**src/rtl/control_loop_if.sv**
```systemverilog
// Channel bundle between the loop sequencer and its ADC reader, math block and DAC writer.
// Each channel is an arm/finished handshake; the sequencer is the master.
interface control_loop_if #(
    parameter int unsigned ADC_WID         = 18,
    parameter int unsigned ERR_WID         = 19,
    parameter int unsigned DAC_DATA_WID    = 20,
    parameter int unsigned CONSTS_WID      = 48,
    parameter int unsigned OUT_WHOLE       = 20,
    parameter int unsigned OUT_FRAC        = 40,
    parameter int unsigned CYCLE_COUNT_WID = 18
);
    localparam int unsigned OUT_WID = OUT_WHOLE + OUT_FRAC;

    logic                       adc_arm;
    logic                       adc_finished;
    logic [ADC_WID-1:0]         adc_data;

    logic                       math_arm;
    logic                       math_finished;
    logic [ADC_WID-1:0]         math_setpt;
    logic [ADC_WID-1:0]         math_measured;
    logic [CONSTS_WID-1:0]      math_cl_P;
    logic [CONSTS_WID-1:0]      math_cl_I;
    logic [CYCLE_COUNT_WID-1:0] math_cycles;
    logic [ERR_WID-1:0]         math_e_prev;
    logic [OUT_WID-1:0]         math_adjval_prev;
    logic [ERR_WID-1:0]         math_e_cur;
    logic [OUT_WID-1:0]         math_adj_val;

    logic                       dac_arm;
    logic                       dac_finished;
    logic [DAC_DATA_WID-1:0]    dac_data;

    modport master (
        output adc_arm,
        input  adc_finished, adc_data,
        output math_arm, math_setpt, math_measured, math_cl_P, math_cl_I,
        output math_cycles, math_e_prev, math_adjval_prev,
        input  math_finished, math_e_cur, math_adj_val,
        output dac_arm, dac_data,
        input  dac_finished
    );

    modport slave (
        input  adc_arm,
        output adc_finished, adc_data,
        input  math_arm, math_setpt, math_measured, math_cl_P, math_cl_I,
        input  math_cycles, math_e_prev, math_adjval_prev,
        output math_finished, math_e_cur, math_adj_val,
        input  dac_arm, dac_data,
        output dac_finished
    );
endinterface

```
**src/rtl/control_loop_sequencer.sv**
```systemverilog
// Control-loop initiator: per iteration reads the ADC, runs the math block with the
// retained loop state and elapsed-cycle count, then writes the saturated adjustment to the DAC.
module control_loop_sequencer #(
    parameter int unsigned ADC_WID         = 18,
    parameter int unsigned ERR_WID         = 19,
    parameter int unsigned DAC_DATA_WID    = 20,
    parameter int unsigned CONSTS_WID      = 48,
    parameter int unsigned OUT_WHOLE       = 20,
    parameter int unsigned OUT_FRAC        = 40,
    parameter int unsigned CYCLE_COUNT_WID = 18
) (
    input  logic                  clk,
    input  logic                  rst,
    input  logic                  run,
    input  logic [ADC_WID-1:0]    setpt_in,
    input  logic [CONSTS_WID-1:0] cl_P_in,
    input  logic [CONSTS_WID-1:0] cl_I_in,
    control_loop_if.master        bus,
    output logic                  running,
    output logic [31:0]           iter_count
);
    localparam int unsigned OUT_WID = OUT_WHOLE + OUT_FRAC;

    typedef enum logic [2:0] {
        IDLE, ADC_WAIT, ADC_DONE, MATH_WAIT, MATH_DONE, DAC_WAIT, DAC_DONE
    } state_t;

    state_t state, state_nxt;
    logic   adc_arm_nxt, math_arm_nxt, dac_arm_nxt;
    logic   latch_cfg, latch_meas, latch_cycles, latch_math, iter_inc;

    logic [CYCLE_COUNT_WID-1:0] cycle_cnt;
    logic [CYCLE_COUNT_WID-1:0] cycle_inc_c;
    logic [OUT_WHOLE-1:0]       adj_whole_c;
    logic [DAC_DATA_WID-1:0]    dac_sat_c;

    always_ff @(posedge clk) begin
        if (rst) state <= IDLE;
        else     state <= state_nxt;
    end

    // Each arm rises only once its finished is low (covers stray finished) and the
    // state advances past a *_DONE state only after finished has returned low.
    always_comb begin
        state_nxt    = state;
        adc_arm_nxt  = bus.adc_arm;
        math_arm_nxt = bus.math_arm;
        dac_arm_nxt  = bus.dac_arm;
        latch_cfg    = 1'b0;
        latch_meas   = 1'b0;
        latch_cycles = 1'b0;
        latch_math   = 1'b0;
        iter_inc     = 1'b0;
        unique case (state)
            IDLE: if (run && !bus.adc_finished) begin
                adc_arm_nxt = 1'b1;
                latch_cfg   = 1'b1;
                state_nxt   = ADC_WAIT;
            end
            ADC_WAIT: if (bus.adc_finished) begin
                adc_arm_nxt = 1'b0;
                latch_meas  = 1'b1;
                state_nxt   = ADC_DONE;
            end
            ADC_DONE: if (!bus.adc_finished && !bus.math_finished) begin
                math_arm_nxt = 1'b1;
                latch_cycles = 1'b1;
                state_nxt    = MATH_WAIT;
            end
            MATH_WAIT: if (bus.math_finished) begin
                math_arm_nxt = 1'b0;
                latch_math   = 1'b1;
                state_nxt    = MATH_DONE;
            end
            MATH_DONE: if (!bus.math_finished && !bus.dac_finished) begin
                dac_arm_nxt = 1'b1;
                state_nxt   = DAC_WAIT;
            end
            DAC_WAIT: if (bus.dac_finished) begin
                dac_arm_nxt = 1'b0;
                iter_inc    = 1'b1;
                state_nxt   = DAC_DONE;
            end
            DAC_DONE: if (!bus.dac_finished) begin
                state_nxt = IDLE;
            end
            default: state_nxt = IDLE;
        endcase
    end

    // The latched count includes the entry edge itself, so it equals the clocks between math_arm rises.
    assign cycle_inc_c = (&cycle_cnt) ? cycle_cnt : cycle_cnt + CYCLE_COUNT_WID'(1);

    always_ff @(posedge clk) begin
        if (rst || latch_cycles) cycle_cnt <= '0;
        else                     cycle_cnt <= cycle_inc_c;
    end

    // Whole part of the adjustment (floor), fitted to the DAC word.
    assign adj_whole_c = bus.math_adj_val[OUT_WID-1:OUT_FRAC];

    generate
        if (OUT_WHOLE > DAC_DATA_WID) begin : g_clamp
            logic [OUT_WHOLE-DAC_DATA_WID:0] upper_c;
            assign upper_c = adj_whole_c[OUT_WHOLE-1:DAC_DATA_WID-1];
            always_comb begin
                if (&upper_c || ~|upper_c)
                    dac_sat_c = adj_whole_c[DAC_DATA_WID-1:0];
                else if (adj_whole_c[OUT_WHOLE-1])
                    dac_sat_c = {1'b1, {(DAC_DATA_WID-1){1'b0}}};
                else
                    dac_sat_c = {1'b0, {(DAC_DATA_WID-1){1'b1}}};
            end
        end else if (OUT_WHOLE == DAC_DATA_WID) begin : g_pass
            assign dac_sat_c = adj_whole_c;
        end else begin : g_sext
            assign dac_sat_c = DAC_DATA_WID'($signed(adj_whole_c));
        end
    endgenerate

    always_ff @(posedge clk) begin
        if (rst) begin
            bus.adc_arm          <= 1'b0;
            bus.math_arm         <= 1'b0;
            bus.dac_arm          <= 1'b0;
            bus.math_setpt       <= '0;
            bus.math_measured    <= '0;
            bus.math_cl_P        <= '0;
            bus.math_cl_I        <= '0;
            bus.math_cycles      <= '0;
            bus.math_e_prev      <= '0;
            bus.math_adjval_prev <= '0;
            bus.dac_data         <= '0;
            running              <= 1'b0;
            iter_count           <= '0;
        end else begin
            bus.adc_arm  <= adc_arm_nxt;
            bus.math_arm <= math_arm_nxt;
            bus.dac_arm  <= dac_arm_nxt;
            running      <= (state_nxt != IDLE);
            if (latch_cfg) begin
                bus.math_setpt <= setpt_in;
                bus.math_cl_P  <= cl_P_in;
                bus.math_cl_I  <= cl_I_in;
            end
            if (latch_meas)   bus.math_measured <= bus.adc_data;
            if (latch_cycles) bus.math_cycles   <= cycle_inc_c;
            if (latch_math) begin
                bus.math_e_prev      <= bus.math_e_cur;
                bus.math_adjval_prev <= bus.math_adj_val;
                bus.dac_data         <= dac_sat_c;
            end
            if (iter_inc) iter_count <= iter_count + 32'd1;
        end
    end
endmodule

```
**src/flat_wrapper.sv**
```systemverilog
// flat-port wrapper written by rule: the top's interface ports become plain ports
module control_loop_sequencer_flat 
#(
    parameter int unsigned ADC_WID         = 18,
    parameter int unsigned ERR_WID         = 19,
    parameter int unsigned DAC_DATA_WID    = 20,
    parameter int unsigned CONSTS_WID      = 48,
    parameter int unsigned OUT_WHOLE       = 20,
    parameter int unsigned OUT_FRAC        = 40,
    parameter int unsigned CYCLE_COUNT_WID = 18
)
  (clk, rst, run, setpt_in, cl_P_in, cl_I_in, running, iter_count, bus_adc_arm, bus_adc_finished, bus_adc_data, bus_math_arm, bus_math_setpt, bus_math_measured, bus_math_cl_P, bus_math_cl_I, bus_math_cycles, bus_math_e_prev, bus_math_adjval_prev, bus_math_finished, bus_math_e_cur, bus_math_adj_val, bus_dac_arm, bus_dac_data, bus_dac_finished);
  control_loop_if #(.ADC_WID(ADC_WID), .ERR_WID(ERR_WID), .DAC_DATA_WID(DAC_DATA_WID), .CONSTS_WID(CONSTS_WID), .OUT_WHOLE(OUT_WHOLE), .OUT_FRAC(OUT_FRAC), .CYCLE_COUNT_WID(CYCLE_COUNT_WID)) bus_i ();
  input  logic clk;
  input  logic rst;
  input  logic run;
  input  logic [ADC_WID-1:0] setpt_in;
  input  logic [CONSTS_WID-1:0] cl_P_in;
  input  logic [CONSTS_WID-1:0] cl_I_in;
  output logic running;
  output logic [31:0] iter_count;
  output wire logic [$bits(bus_i.adc_arm)-1:0] bus_adc_arm;
  input wire logic [$bits(bus_i.adc_finished)-1:0] bus_adc_finished;
  input wire logic [$bits(bus_i.adc_data)-1:0] bus_adc_data;
  output wire logic [$bits(bus_i.math_arm)-1:0] bus_math_arm;
  output wire logic [$bits(bus_i.math_setpt)-1:0] bus_math_setpt;
  output wire logic [$bits(bus_i.math_measured)-1:0] bus_math_measured;
  output wire logic [$bits(bus_i.math_cl_P)-1:0] bus_math_cl_P;
  output wire logic [$bits(bus_i.math_cl_I)-1:0] bus_math_cl_I;
  output wire logic [$bits(bus_i.math_cycles)-1:0] bus_math_cycles;
  output wire logic [$bits(bus_i.math_e_prev)-1:0] bus_math_e_prev;
  output wire logic [$bits(bus_i.math_adjval_prev)-1:0] bus_math_adjval_prev;
  input wire logic [$bits(bus_i.math_finished)-1:0] bus_math_finished;
  input wire logic [$bits(bus_i.math_e_cur)-1:0] bus_math_e_cur;
  input wire logic [$bits(bus_i.math_adj_val)-1:0] bus_math_adj_val;
  output wire logic [$bits(bus_i.dac_arm)-1:0] bus_dac_arm;
  output wire logic [$bits(bus_i.dac_data)-1:0] bus_dac_data;
  input wire logic [$bits(bus_i.dac_finished)-1:0] bus_dac_finished;
  assign bus_adc_arm = bus_i.adc_arm;
  assign bus_i.adc_finished = bus_adc_finished;
  assign bus_i.adc_data = bus_adc_data;
  assign bus_math_arm = bus_i.math_arm;
  assign bus_math_setpt = bus_i.math_setpt;
  assign bus_math_measured = bus_i.math_measured;
  assign bus_math_cl_P = bus_i.math_cl_P;
  assign bus_math_cl_I = bus_i.math_cl_I;
  assign bus_math_cycles = bus_i.math_cycles;
  assign bus_math_e_prev = bus_i.math_e_prev;
  assign bus_math_adjval_prev = bus_i.math_adjval_prev;
  assign bus_i.math_finished = bus_math_finished;
  assign bus_i.math_e_cur = bus_math_e_cur;
  assign bus_i.math_adj_val = bus_math_adj_val;
  assign bus_dac_arm = bus_i.dac_arm;
  assign bus_dac_data = bus_i.dac_data;
  assign bus_i.dac_finished = bus_dac_finished;
  control_loop_sequencer #(.ADC_WID(ADC_WID), .ERR_WID(ERR_WID), .DAC_DATA_WID(DAC_DATA_WID), .CONSTS_WID(CONSTS_WID), .OUT_WHOLE(OUT_WHOLE), .OUT_FRAC(OUT_FRAC), .CYCLE_COUNT_WID(CYCLE_COUNT_WID)) u_core (.clk(clk), .rst(rst), .run(run), .setpt_in(setpt_in), .cl_P_in(cl_P_in), .cl_I_in(cl_I_in), .bus(bus_i), .running(running), .iter_count(iter_count));
endmodule
```
**config.mk**
```make
export PLATFORM = sky130hd
export DESIGN_NAME = control_loop_sequencer_flat
export DESIGN_NICKNAME = d
export VERILOG_FILES = /design/src/rtl/control_loop_if.sv /design/src/rtl/control_loop_sequencer.sv /design/src/flat_wrapper.sv
export SDC_FILE = /design/constraint.sdc
export NUM_CORES = 1
export LEC_CHECK = 0
export BUFFER_PORTS_ARGS = -buffer_cell sky130_fd_sc_hd__buf_2
export CORE_AREA = 5 5 190 192
export CTS_CLUSTER_DIAMETER = 30
export DETAILED_ROUTE_END_ITERATION = 7
export DIE_AREA = 0 0 195 197
export GPL_ROUTABILITY_DRIVEN = 0
export GPL_TIMING_DRIVEN = 0
export PLACE_DENSITY_LB_ADDON = 0.12
export SYNTH_ARGS = -nofsm -noshare
export SYNTH_HDL_FRONTEND = slang
export SYNTH_SLANG_ARGS = --single-unit
```
**constraint.sdc**
```tcl
create_clock -name clk -period 1.8 [get_ports clk]
set_clock_uncertainty 0.15 [all_clocks]
set_input_delay 0.18 -clock clk [delete_from_list [all_inputs] [get_ports clk]]
set_output_delay 0.18 -clock clk [all_outputs]
set_load 0.005 [all_outputs]
```
# Yosys cells after proc, flatten, opt, wreduce, memory -nomap -nowiden
# Cells that the tools add are included.
# totals
register_bits	306
input_bits	217
out_inout_bits	285
word_cells	73
# op_classes
addsub	2
eq_ne	12
mux	28
n_reduce_logical	16
# op_table
op	count
32-bit by 1-bit adder with 32-bit output, second input constant	1
3-bit 2-to-1 mux	7
3-bit case mux with 7 select lines	1
18-bit by 1-bit adder with 18-bit output, second input constant	1
18-bit 2-to-1 mux	1
18-bit AND reduction	1
1-bit 2-to-1 mux	16
3-bit equality test, second input constant	3
3-bit AND reduction	3
3-bit by 2-bit equality test with 1-bit output, second input constant	2
2-bit by 1-bit inequality test with 1-bit output, second input constant	3
2-bit inequality test, second input constant	3
1-bit case mux with 2 select lines	3
2-bit nonzero test	3
3-bit by 1-bit equality test with 1-bit output, second input constant	1
1-bit logical AND	3
1-bit zero test	3
3-bit zero test	1
3-bit nonzero test	1
1-bit logical OR	1

# Depth between registers and ports, before layout
# depth
depth_word	5
depth_mapped	8
depth_no_buf	6

# Worst setup path after synthesis
# Ideal clock, no wire load.
# synth_timing
path_type	register to register
from	register u_core.state[1]
to	register u_core.iter_count[29]
setup_time_ns	0.070
arrival_time_ns	1.671
t_required_ns	1.580
setup_slack_ns	-0.092
stages_incl_launch_ff	7
n_path_buf	1
synth_period_minus_slack_ns	1.892
cell_sequence	dfxtp_1 -> buf_6 -> nand4b_4 -> nor4_4 -> nand3_2 -> or3_1 -> a21oi_1
# synth_via
elab_chain_cells	2
# synth_lines
item	line	rtl
from (decl)	control_loop_sequencer.sv:28	state_t state, state_nxt;
from (signal assigned)	control_loop_sequencer.sv:39	else state <= state_nxt;
3-bit equality test	control_loop_sequencer.sv:54	unique case (state)
1-bit 2-to-1 mux	control_loop_sequencer.sv:54	
to (signal assigned)	control_loop_sequencer.sv:153	if (iter_inc) iter_count <= iter_count + 32'd1;
to (decl)	control_loop_sequencer.sv:20	output logic [31:0] iter_count
# Every way passes these cells.
# A chain may end at the register's enable or synchronous reset.

# Worst setup path after layout
# layout_timing
from	register u_core.iter_count[9]
to	register u_core.iter_count[30]
# layout_via
elab_chain_cells	1
# layout_lines
item	line
32-bit by 1-bit adder with 32-bit output	control_loop_sequencer.sv:153
# Every way passes these cells.

==> run metrics <==
outcome=finished, violations left; failing checks=negative setup slack; initial core utilization=a little under a third; total grt overflow=0; pre-CTS setup slack=-814.5 ps; Vias per Instance=between 4 and 5; Cells after Synth=1314; Post-synth EDFFs=0; Hold Vio Cnt, Final=0; clock buffer depth=3; Yosys warnings=0; maxcap violations=0; Worst-Skew Late Latency=between 500 and 600 ps; PwrDens=1074 nW/um^2; IO Count=roughly 500; proportion of layout cells with a drive suffix above 1=a little under two fifths; Crit Path Category=reg2reg; Final Hold Slack=around 53 ps; Peak VDD IR=around 0.00091 V; cell total after placement=between 2000 and 2500; initial antenna violation count=3; die area=roughly 38000 um^2; vias in the first global route=12270; endpoints failing setup=1; Placeable Area=34200 um^2; Arrival @ worst endpoint=~2100 ps; Syn Nets=around 1500; Syn Area/Cell=between 8 and 9 um^2; Max Transition Viols Final=0; post-synthesis sequential area ratio=53.78%; CTS clk-pin slew, worst paths=about 40 ps; Util after Layout=roughly 56%; unrepaired setup endpoints after global routing=true; wirelength, routed=about 46000 um; DR WL/cell=17.36 um; Root Driver=clkbuf_16; first-pass GRT wire length=just under 70000 um; Max FO, Critical Path=7; synth unique cells=a little over 50; post-route minimum period=between 1500 and 2000 ps; Synth Flop Type=dfxtp_1; largest net degree at the start of global routing=11; H-Tree Depth=3; DP HPWL=approximately 33000 um; f_max=between 500 and 600 MHz; Synth Register Bits=286; met1 Usage GRT=about a quarter; GRT busiest layer=met2; worst slew pin tran=726.3 ps; Die Wd=between 150 and 200 um; worst min path class=in2reg; Synth async-reset ratio=0%; Critical Path Start Type=register; Worst Slack Setup Final=-1.331 ps; Period Utilization, post-route=100.1%; Tot GR Track Use=around 22%; # DRC=0; global routing usage on met3=7.521%; PortBufs=500; Reg area=approximately 5800 um^2; cell area after synthesis=around 11000 um^2; drt pass-1 iters=5; multi-input logic area=around 4700 um^2; leakage=between 0.008 and 0.009 uW; critical path endpoint category=register; CTS tree=yes; CP required=approximately 2100 ps; setup_tns=-1.331 ps; layout net count=between 2000 and 2500; Relative slew margins=roughly half; clock sink count=about 290; Fill cells=between 3000 and 4000; die outline height=between 150 and 200 um; site row count=68; area grow syn2layout=80.09%; initial DRC count=between 400 and 500; met2 GRT Util=around two fifths; Final ANT Viol Nets=0; TritonCTS Buffers=70; Post-Layout Cell Count=2645; vias after detailed routing=roughly 12000
## stage by stage
step                total power [uW]  instance area [um^2]
floorplan                       7158                 10680
global placement                7772                 13750
detailed placement              7781                 13750
CTS                            20760                 18770
global route                   21350                 19170
finish                         20600                 19170
## layout by cell type (no fill, tap or decap), drive strengths merged, types with 6 or more instances in the layout
cell type    synthesis  routed
buf                 36     586
nand2              449     449
dfxtp              286     286
a21oi              230     230
dlygate4sd3          0     214
clkbuf              69     151
nor2                70      70
xor2                24      24
nand4               17      17
nand3               14      14
nand2b              12      12
xnor2               11      11
clkinv               0      10
a211oi              10      10
inv                  5      10
or3                  8       9
o21ai                8       8
and4                 8       8
bufinv               0       7
and3                 7       7
nand3b               6       6
o22ai                6       6
nor3                 6       6
## routing by layer
layer,vias to the layer above,part of all wire [%]
met3,106,7.4
met2,452,49
met4,2,3.6
li1,6004,-
met5,-,0.028
met1,5625,40
## kinds of logic (layout without fill, tap and decap cells)
family                     Yosys count  in the layout  synth area share, %
AOI/OAI and AO/OA                  268            268                13.32
xor gates and xnor gates            35             35                2.879
adders and majority gates            2              2               0.2350
buffers and inverters              110            983                4.795
DFF                                286            286                53.78
muxes                                2              2               0.1880
other                                0              2                    0
and+or+nand+nor                    611            612                24.81
## area by class of cell
type / count / area share, %
sequential: 286 / 30.25
timing repair buffer: 755 / 26.19
multi-input combinational: 919 / 24.72
clock buffer: 99 / 10.60
buffer: 98 / 3.380
tap: 455 / 2.969
clock inverter: 26 / 1.749
inverter: 5 / 0.1175
antenna: 2 / 0.02610
## worst paths after layout
kind,cells past startpoint,to,startpoint,slack (ps)
worst max-delay path,5,u_core.iter_count[30],u_core.iter_count[9],-1
worst min-delay path,2,u_core.state[1],rst,50
worst max register to register,5,u_core.iter_count[30],u_core.iter_count[9],-1
worst min register to register,2,u_core.bus.math_cl_I[43],u_core.bus.math_cl_I[43],300
## synth_stat cells (2+ instances only)
library cell	instances	area, um^2
o22ai_1	6	37.54
nor3_1	3	15.01
o211ai_1	2	15.01
buf_1	3	11.26
o21ai_0	8	40.04
nand4_1	14	87.58
clkbuf_1	69	259.0
or3_1	8	50.05
nand4_2	3	37.54
a211oi_1	10	75.07
nand2b_1	12	75.07
and4_1	8	70.07
mux2i_1	2	20.02
buf_2	12	60.06
or2_2	2	12.51
and3_1	7	43.79
inv_1	5	18.77
nand2_1	449	1685
nand3_1	13	65.06
xor2_1	24	210.2
ha_1	2	25.02
dfxtp_1	286	5725
nor2_1	70	262.8
nor4_4	2	42.54
nor3_2	3	30.03
buf_4	20	150.1
nand3b_1	6	45.04
xnor2_1	11	96.34
a21oi_1	230	1151
a31oi_1	3	18.77
## state kept, by name, indices dropped and copies added (netlist names)
| signal | flops |
|---|---|
| u_core.bus.math_e_prev | 19 |
| u_core.bus.adc_arm | 1 |
| u_core.bus.math_arm | 1 |
| u_core.cycle_cnt | 18 |
| u_core.bus.math_measured | 18 |
| u_core.bus.dac_arm | 1 |
| u_core.bus.math_cl_P | 48 |
| u_core.bus.dac_data | 20 |
| u_core.running | 1 |
| u_core.state | 3 |
| u_core.bus.math_cycles | 18 |
| u_core.bus.math_adjval_prev | 40 |
| u_core.bus.math_cl_I | 48 |
| u_core.bus.math_setpt | 18 |
| u_core.iter_count | 32 |
## what timing repair did
action / in CTS / in global routing
gates resized for setup: 111 / 96
buffers inserted: 25 / 16
hold endpoints to repair: 217 / 0
endpoints found under the setup margin: 268 / 207
hold buffers: 214 / 0
pin swaps: 15 / 37
cloned: 1 / 1
## power breakdown
part	switching (uW)	total (uW)	internal [uW]
registers	93.9	6610	6510
clock network	3690	12500	8780
logic	726	1530	800
## critical path: stages, from the launching register on
cell and delay, ps:
dfxtp_4 380, nand4_4 140, nor4_4 380, nand4_4 180
or3_1 380, a21oi_2 110
No activity file was read; power rests on OpenSTA's default activity.
